**config.mk**
```make
export PLATFORM = sky130hd
export DESIGN_NAME = seg7_scan4
export DESIGN_NICKNAME = d
export VERILOG_FILES = /design/src/rtl/seg7_scan4.sv
export SDC_FILE = /design/constraint.sdc
export NUM_CORES = 1
export LEC_CHECK = 0
export ABC_AREA = 1
export CORE_ASPECT_RATIO = 1.25
export CORE_UTILIZATION = 55
export DETAILED_ROUTE_END_ITERATION = 6
export PLACE_DENSITY = 0.76
export SYNTH_ARGS = -nofsm -noshare
export SYNTH_HDL_FRONTEND = slang
export SYNTH_SLANG_ARGS = --single-unit
```
**constraint.sdc**
```tcl
create_clock -name clk -period 9.1 [get_ports clk]
set_clock_uncertainty 0.15 [all_clocks]
set_input_delay 2.73 -clock clk [delete_from_list [all_inputs] [get_ports clk]]
set_output_delay 2.73 -clock clk [all_outputs]
set_load 0.01 [all_outputs]
```
**src/rtl/seg7_scan4.sv**
```systemverilog
// rtl/seg7_scan4.sv - four-digit multiplexed 7-segment scanner with frame-aligned value swap
module seg7_scan4 #(
    parameter int DIV_WIDTH    = 16,
    parameter int BLANK_CYCLES = 4
) (
    input  logic        clk,
    input  logic        rst,
    input  logic        in_valid,
    output logic        in_ready,
    input  logic [15:0] in_value,
    input  logic [3:0]  in_dp,
    input  logic        in_lzb,
    output logic [7:0]  seg_out,
    output logic [3:0]  digit_sel,
    output logic        frame_done
);

    localparam logic [DIV_WIDTH-1:0] CNT_MAX   = '1;
    localparam logic [DIV_WIDTH-1:0] CNT_ONE   = DIV_WIDTH'(1);
    localparam logic [DIV_WIDTH-1:0] BLANK_LIM = DIV_WIDTH'(BLANK_CYCLES);

    logic [DIV_WIDTH-1:0] cnt;
    logic [1:0]           idx;
    logic [15:0]          disp_value;
    logic [3:0]           disp_dp;
    logic                 disp_lzb;
    logic [15:0]          pend_value;
    logic [3:0]           pend_dp;
    logic                 pend_lzb;
    logic                 pend_full;

    logic [DIV_WIDTH-1:0] cnt_n;
    logic [1:0]           idx_n;
    logic [15:0]          disp_value_n;
    logic [3:0]           disp_dp_n;
    logic                 disp_lzb_n;
    logic                 pend_full_n;
    logic                 boundary;
    logic                 accept;
    logic [3:0]           nib_n;
    logic                 lead_zero_n;
    logic [7:0]           seg_n;
    logic [3:0]           sel_n;
    logic                 done_n;

    function automatic logic [6:0] decode(input logic [3:0] nib);
        logic [6:0] s;
        case (nib)
            4'h0: s = 7'b0000001;
            4'h1: s = 7'b1001111;
            4'h2: s = 7'b0010010;
            4'h3: s = 7'b0000110;
            4'h4: s = 7'b1001100;
            4'h5: s = 7'b0100100;
            4'h6: s = 7'b0100000;
            4'h7: s = 7'b0001111;
            4'h8: s = 7'b0000000;
            4'h9: s = 7'b0000100;
            4'hA: s = 7'b0001000;
            4'hB: s = 7'b1100000;
            4'hC: s = 7'b1110010;
            4'hD: s = 7'b1000010;
            4'hE: s = 7'b0110000;
            default: s = 7'b0111000;
        endcase
        return s;
    endfunction

    // Outputs are registered from next-state values so they line up with the cycle cnt/idx describe.
    always_comb begin
        boundary     = (cnt == CNT_MAX) && (idx == 2'd3);
        accept       = in_valid && !pend_full;
        cnt_n        = cnt + CNT_ONE;
        idx_n        = (cnt == CNT_MAX) ? idx + 2'd1 : idx;
        disp_value_n = disp_value;
        disp_dp_n    = disp_dp;
        disp_lzb_n   = disp_lzb;
        pend_full_n  = pend_full;
        if (boundary && pend_full) begin
            disp_value_n = pend_value;
            disp_dp_n    = pend_dp;
            disp_lzb_n   = pend_lzb;
            pend_full_n  = 1'b0;
        end
        if (accept) begin
            pend_full_n = 1'b1;
        end

        nib_n = disp_value_n[{idx_n, 2'b00} +: 4];
        case (idx_n)
            2'd3:    lead_zero_n = (disp_value_n[15:12] == 4'h0);
            2'd2:    lead_zero_n = (disp_value_n[15:8] == 8'h00);
            2'd1:    lead_zero_n = (disp_value_n[15:4] == 12'h000);
            default: lead_zero_n = 1'b0;
        endcase

        if (cnt_n < BLANK_LIM) begin
            seg_n = 8'hFF;
            sel_n = 4'hF;
        end else begin
            seg_n = {(disp_lzb_n && lead_zero_n) ? 7'h7F : decode(nib_n), !disp_dp_n[idx_n]};
            sel_n = ~(4'b0001 << idx_n);
        end
        done_n = (cnt_n == CNT_MAX) && (idx_n == 2'd3);
    end

    always_ff @(posedge clk or posedge rst) begin
        if (rst) begin
            cnt        <= '0;
            idx        <= 2'd0;
            disp_value <= 16'h0000;
            disp_dp    <= 4'h0;
            disp_lzb   <= 1'b0;
            pend_value <= 16'h0000;
            pend_dp    <= 4'h0;
            pend_lzb   <= 1'b0;
            pend_full  <= 1'b0;
            in_ready   <= 1'b1;
            seg_out    <= 8'hFF;
            digit_sel  <= 4'hF;
            frame_done <= 1'b0;
        end else begin
            cnt        <= cnt_n;
            idx        <= idx_n;
            disp_value <= disp_value_n;
            disp_dp    <= disp_dp_n;
            disp_lzb   <= disp_lzb_n;
            pend_full  <= pend_full_n;
            in_ready   <= !pend_full_n;
            seg_out    <= seg_n;
            digit_sel  <= sel_n;
            frame_done <= done_n;
            if (accept) begin
                pend_value <= in_value;
                pend_dp    <= in_dp;
                pend_lzb   <= in_lzb;
            end
        end
    end

endmodule

```
# After elaboration in Yosys (flattened, before gate mapping)
# Memory sizes are Yosys's and may differ from the RTL's.
# Cells that the tools add are included.
# Widths: inputs -> output; s select.
# word_totals
word_cells	50
ramBits	0
ff_bits	75
memories	1
latch_bits	0
rom_bits	112
# op_classes
n_bitwise	1
eq_ne	6
n_addsub	2
shift	2
mux	12
n_mul	0
reduce_logical	11
n_lt_le_gt_ge	2
div	0
# memory_table
memory	depth	width	rd	rd_ports_with_merged_regs	write_ports	line	text
(name not given)	16	7	1	0	0	48	case (nib)
# op_table
operator	n
$eq 16x16->1 const B	2
$add 16x1->16 const B	1
$lt 16x3->1 const B	1
$mux 16	1
$shiftx 16x5->4	1
$logic_not 12->1	1
$logic_not 8->1	1
$mux 4	2
$mux 8	1
$mux 7	1
$eq 2x2->1 const B	3
$logic_and 1x1->1	5
$logic_not 4->1	1
$mux 1	4
$not 4->4	1
$shl 1x2->4 const A	1
$logic_not 1->1	3
$lt 2x3->1 const B	1
$pmux 1 s3	1
$add 2x1->2 const B	1
$bmux 1 s2	1
$eq 2x1->1 const B	1
$mux 2	1

# Logic depth before layout (Yosys ltp)
# logic_depth
depth_word	9
depth_mapped	19

# Worst setup path after synthesis
# No wires, ideal clock.
# synth_timing
path_kind	input to register
start	input in_valid
end	register pend_dp[0]
setup_slack_ns	5.311
t_required_ns	8.825
setup_ns	0.125
path_stages	3
arrival_time_ns	3.515
path_cell_list	nand2_1 clkbuf_1 mux2_2
# synth_via
elab_chain_len	1
# synth_lines
item	line	text
start: declaration	8	input logic in_valid,
$logic_and 1x1->1	72	accept = in_valid && !pend_full;
end signal: assignment	135	pend_dp <= in_dp;
end: declaration	28	logic [3:0] pend_dp;
# No other way between the ends.
# A chain may end at the register's enable or synchronous reset.

# Final worst setup path
# layout_timing
start	register seg_out[0]
end	output seg_out[0]
# layout_rtl
item	line	text
start: declaration	13	output logic [7:0] seg_out,
start signal: assignment	130	seg_out <= seg_n;
# No word-level cell between the ends.

==> metrics.csv <==
stage;metric;value;unit
routing;met2 wire length;3.962;mm
worst_setup_path;CP Class;flop to output port;
synth;YS warnings;0;
synth;syn_nets;473;
timing;Final Hold Fails;0;
worst_setup_path;Slowest cell on crit path;clkdlybuf4s50_1;
global_route;vias in the first global route;2836;
routing;final WL;7.710;mm
clock_network;CTS clk-pin slew, worst paths;0.08;ns
synth;synth top area cells;dfrtp_1 (40%), nand2_1 (15%), dfstp_2 (8.7%);
routing;met3 WL post-DR;253;um
clock_network;Num CTS Buffers;9;
global_route;Total GRT Usage;23.14;%
routing;Top Layer Used;met4;
cells_and_area;share of layout cells above drive strength 1;24.12;%
power_and_ir_drop;Cell Pwr Density;150.2;nW/um^2
cells_and_area;Layout Nets;513;
hold_path;worst hold path class;flop to flop;
synth;#FFs+latches synth;75;
power_and_ir_drop;leakage power;2.387;nW
synth;Synth cell types;31;
clock_network;H-tree levels;3;
worst_setup_path;CP Data Required Time;6.22;ns
synth;Post-synth EDFFs;0;
hold_path;HP Start;cnt[0];
routing;initial drt markers;227;
floorplanning;Starting Density;56.57;%
worst_setup_path;data arrival time of the critical path;1.40;ns
timing;final worst path period need;4.282;ns
routing;wire length on met1;3.254;mm
worst_setup_path;Top Family by Delay on Critical Path;buffers and inverters;
cells_and_area;n_diodes;0;
timing;period utilization;47.06;%
worst_setup_path;Max FO, Critical Path;1;
floorplanning;IO Pins;38;
timing;max-slew violation count;0;
status;status;finished, final reports clean;
worst_setup_path;Critical path buffers and inverters;1;
timing;highest clock rate;233.5;MHz
timing;final setup vio count;0;
clock_network;clock tree root driver cell;clkbuf_8;
placement;Setup WS pre-CTS;4.579;ns
routing;ANT nets after route;0;
cells_and_area;synth-to-layout area growth;16.33;%
clock_network;Hold Buf Count CTS;0;
timing;setup slack after layout;4.818;ns
placement;Placer Congestion;0.9093;
routing;DR vias/cell;5.075;
worst_setup_path;Worst setup EP type;output port;
timing;Worst slew margin;36.85;%
clock_network;post-CTS setup buffers;0;
synth;sequential element share of the synthesized area;48.26;%
synth;Synth area leader;dfrtp_1;
power_and_ir_drop;VDD IR max;123.2;uV
clock_network;Resize count post-CTS;0;
routing;routed len/inst;13.41;um
synth;ys flop type;dfrtp_1;
global_route;largest net degree at the start of global routing;76;
floorplanning;height of the chip;96.42;um
routing;# DRC;0;
worst_setup_path;critical path startpoint;seg_out[0];
flow_run;Max Cap Viol;0;
clock_network;Bufs on Longest Clock Path;2;
worst_setup_path;cells along the critical path;clkdlybuf4s50_1;
timing;RSZ-0062 raised after global routing;no;
worst_setup_path;startpoint class of the critical path;flop;
global_route;first-pass GRT wire length;12.99;mm
floorplanning;core area;6934;sq um
synth;Cells after Synth;440;
floorplanning;Die Area;7476;sq um
worst_setup_path;reg2reg start;idx[0];
timing;Worst-Margin Slew;0.9473;ns
synth;mapped cell area;3923;sq um
synth;count leader, synth;nand2_1;
clock_network;latest clock arrival within the worst-skew pair;0.35;ns
routing;via count;2918;
clock_network;CTS tree;yes;
floorplanning;die width;77.54;um
global_route;grt ovf;0;
floorplanning;# rows;34;
placement;Post-DP HPWL;5.605;mm
global_route;initial antenna violation count;0;
worst_setup_path;Critical Path Max Stage Delay;0.53;ns
timing;final setup TNS;0;ns
placement;number of port buffers;37;
clock_network;CTS Sinks;75;
synth;post-synth top area share;39.55;%
synth;Synth Area per Inst;8.915;sq um
synth;ys async rst share;100.0;%
synth;Synth top cells by count;nand2_1 (155), dfrtp_1 (62), inv_1 (34);
routing;Detailed Routing Iterations Pass 1;4;
==> report_power, final <==
group | total [W] | switching [W] | internal [W] | leakage (nW)
sequential | 0.000351 | 0.00000703 | 0.000344 | 0.949
combinational | 0.0000271 | 0.0000106 | 0.0000166 | 1.32
clock | 0.000307 | 0.000124 | 0.000183 | 0.121
total | 0.000685 | 0.000141 | 0.000544 | 2.39
==> path summary, 6_finish.rpt <==
check / endpoint / slack (ns) / cells past startpoint
max: seg_out[0] / 4.82 / 1
min: cnt[0] / 0.33 / 1
max reg2reg: seg_out[7] / 5.95 / 15
min reg2reg: cnt[0] / 0.33 / 1
max in group asynchronous: pend_value[11] / 5.35 / 3
min in group asynchronous: pend_value[5] / 2.82 / 3
==> cell families (layout without fill, tap and decap cells) <==
logic type	after synthesis	after routing	share of synthesized area (%)
simple gates	273	273	34.00
flops	75	75	48.26
buf+inv	49	94	6.252
mux	21	21	6.029
fa+ha+maj	9	9	2.871
xor+xnor	8	8	1.786
compound gates	5	5	0.7974
==> per-layer routing <==
| metal | up-vias | GRT usage (%) |
|---|---|---|
| met2 | 67 | 40.86 |
| met5 | - | 0 |
| li1 | 1463 | - |
| met3 | 17 | 3.380 |
| met1 | 1371 | 27.32 |
| met4 | 0 | 12.89 |
==> state kept, by name, summed over array words and instances, names as in the netlist <==
signal / count
pend_lzb: 1
disp_lzb: 1
in_ready: 1
cnt: 16
disp_dp: 4
disp_value: 16
idx: 2
pend_dp: 4
seg_out: 8
pend_value: 16
digit_sel: 4
frame_done: 1
pend_full: 1
==> layout make-up <==
class / instances / area (sq um)
Multi-Input combinational cell: 316 / 1784
Fill cell: 571 / 2371
Sequential cell: 75 / 1893
Timing Repair Buffer: 38 / 377.9
Inverter: 40 / 155.1
Tap cell: 90 / 112.6
Clock buffer: 10 / 127.6
Clock inverter: 6 / 112.6
==> layout by cell type, fill, tap and decap left out, drive strengths merged <==
master	netlist	final
a22oi	1	1
buf	7	1
bufinv	0	3
clkbuf	2	10
clkdlybuf4s50	0	37
clkinv	1	3
dfrtp	62	62
dfstp	13	13
ha	9	9
inv	39	40
mux2	21	21
nand2	182	182
nand2b	1	1
nand3	46	46
nand4	4	4
nor2	31	31
nor3	4	4
o21ai	4	4
or2	5	5
xnor2	1	1
xor2	7	7
==> metrics by stage <==
step	cells	area [sq um]	hold slack [ns]	total power [W]	utilization [%]
after CTS	575	4563	0.3284	0.0006916	65.81
after global routing	575	4563	0.3570	0.0007089	65.81
after global placement	559	4323	0.3081	0.0003833	62.34
after detailed placement	559	4323	0.3095	0.0003852	62.34
after floorplan	440	3923	0.2879	0.0003691	-
final	575	4563	0.3257	0.0006852	65.81
(Power assumes the default switching activity.)
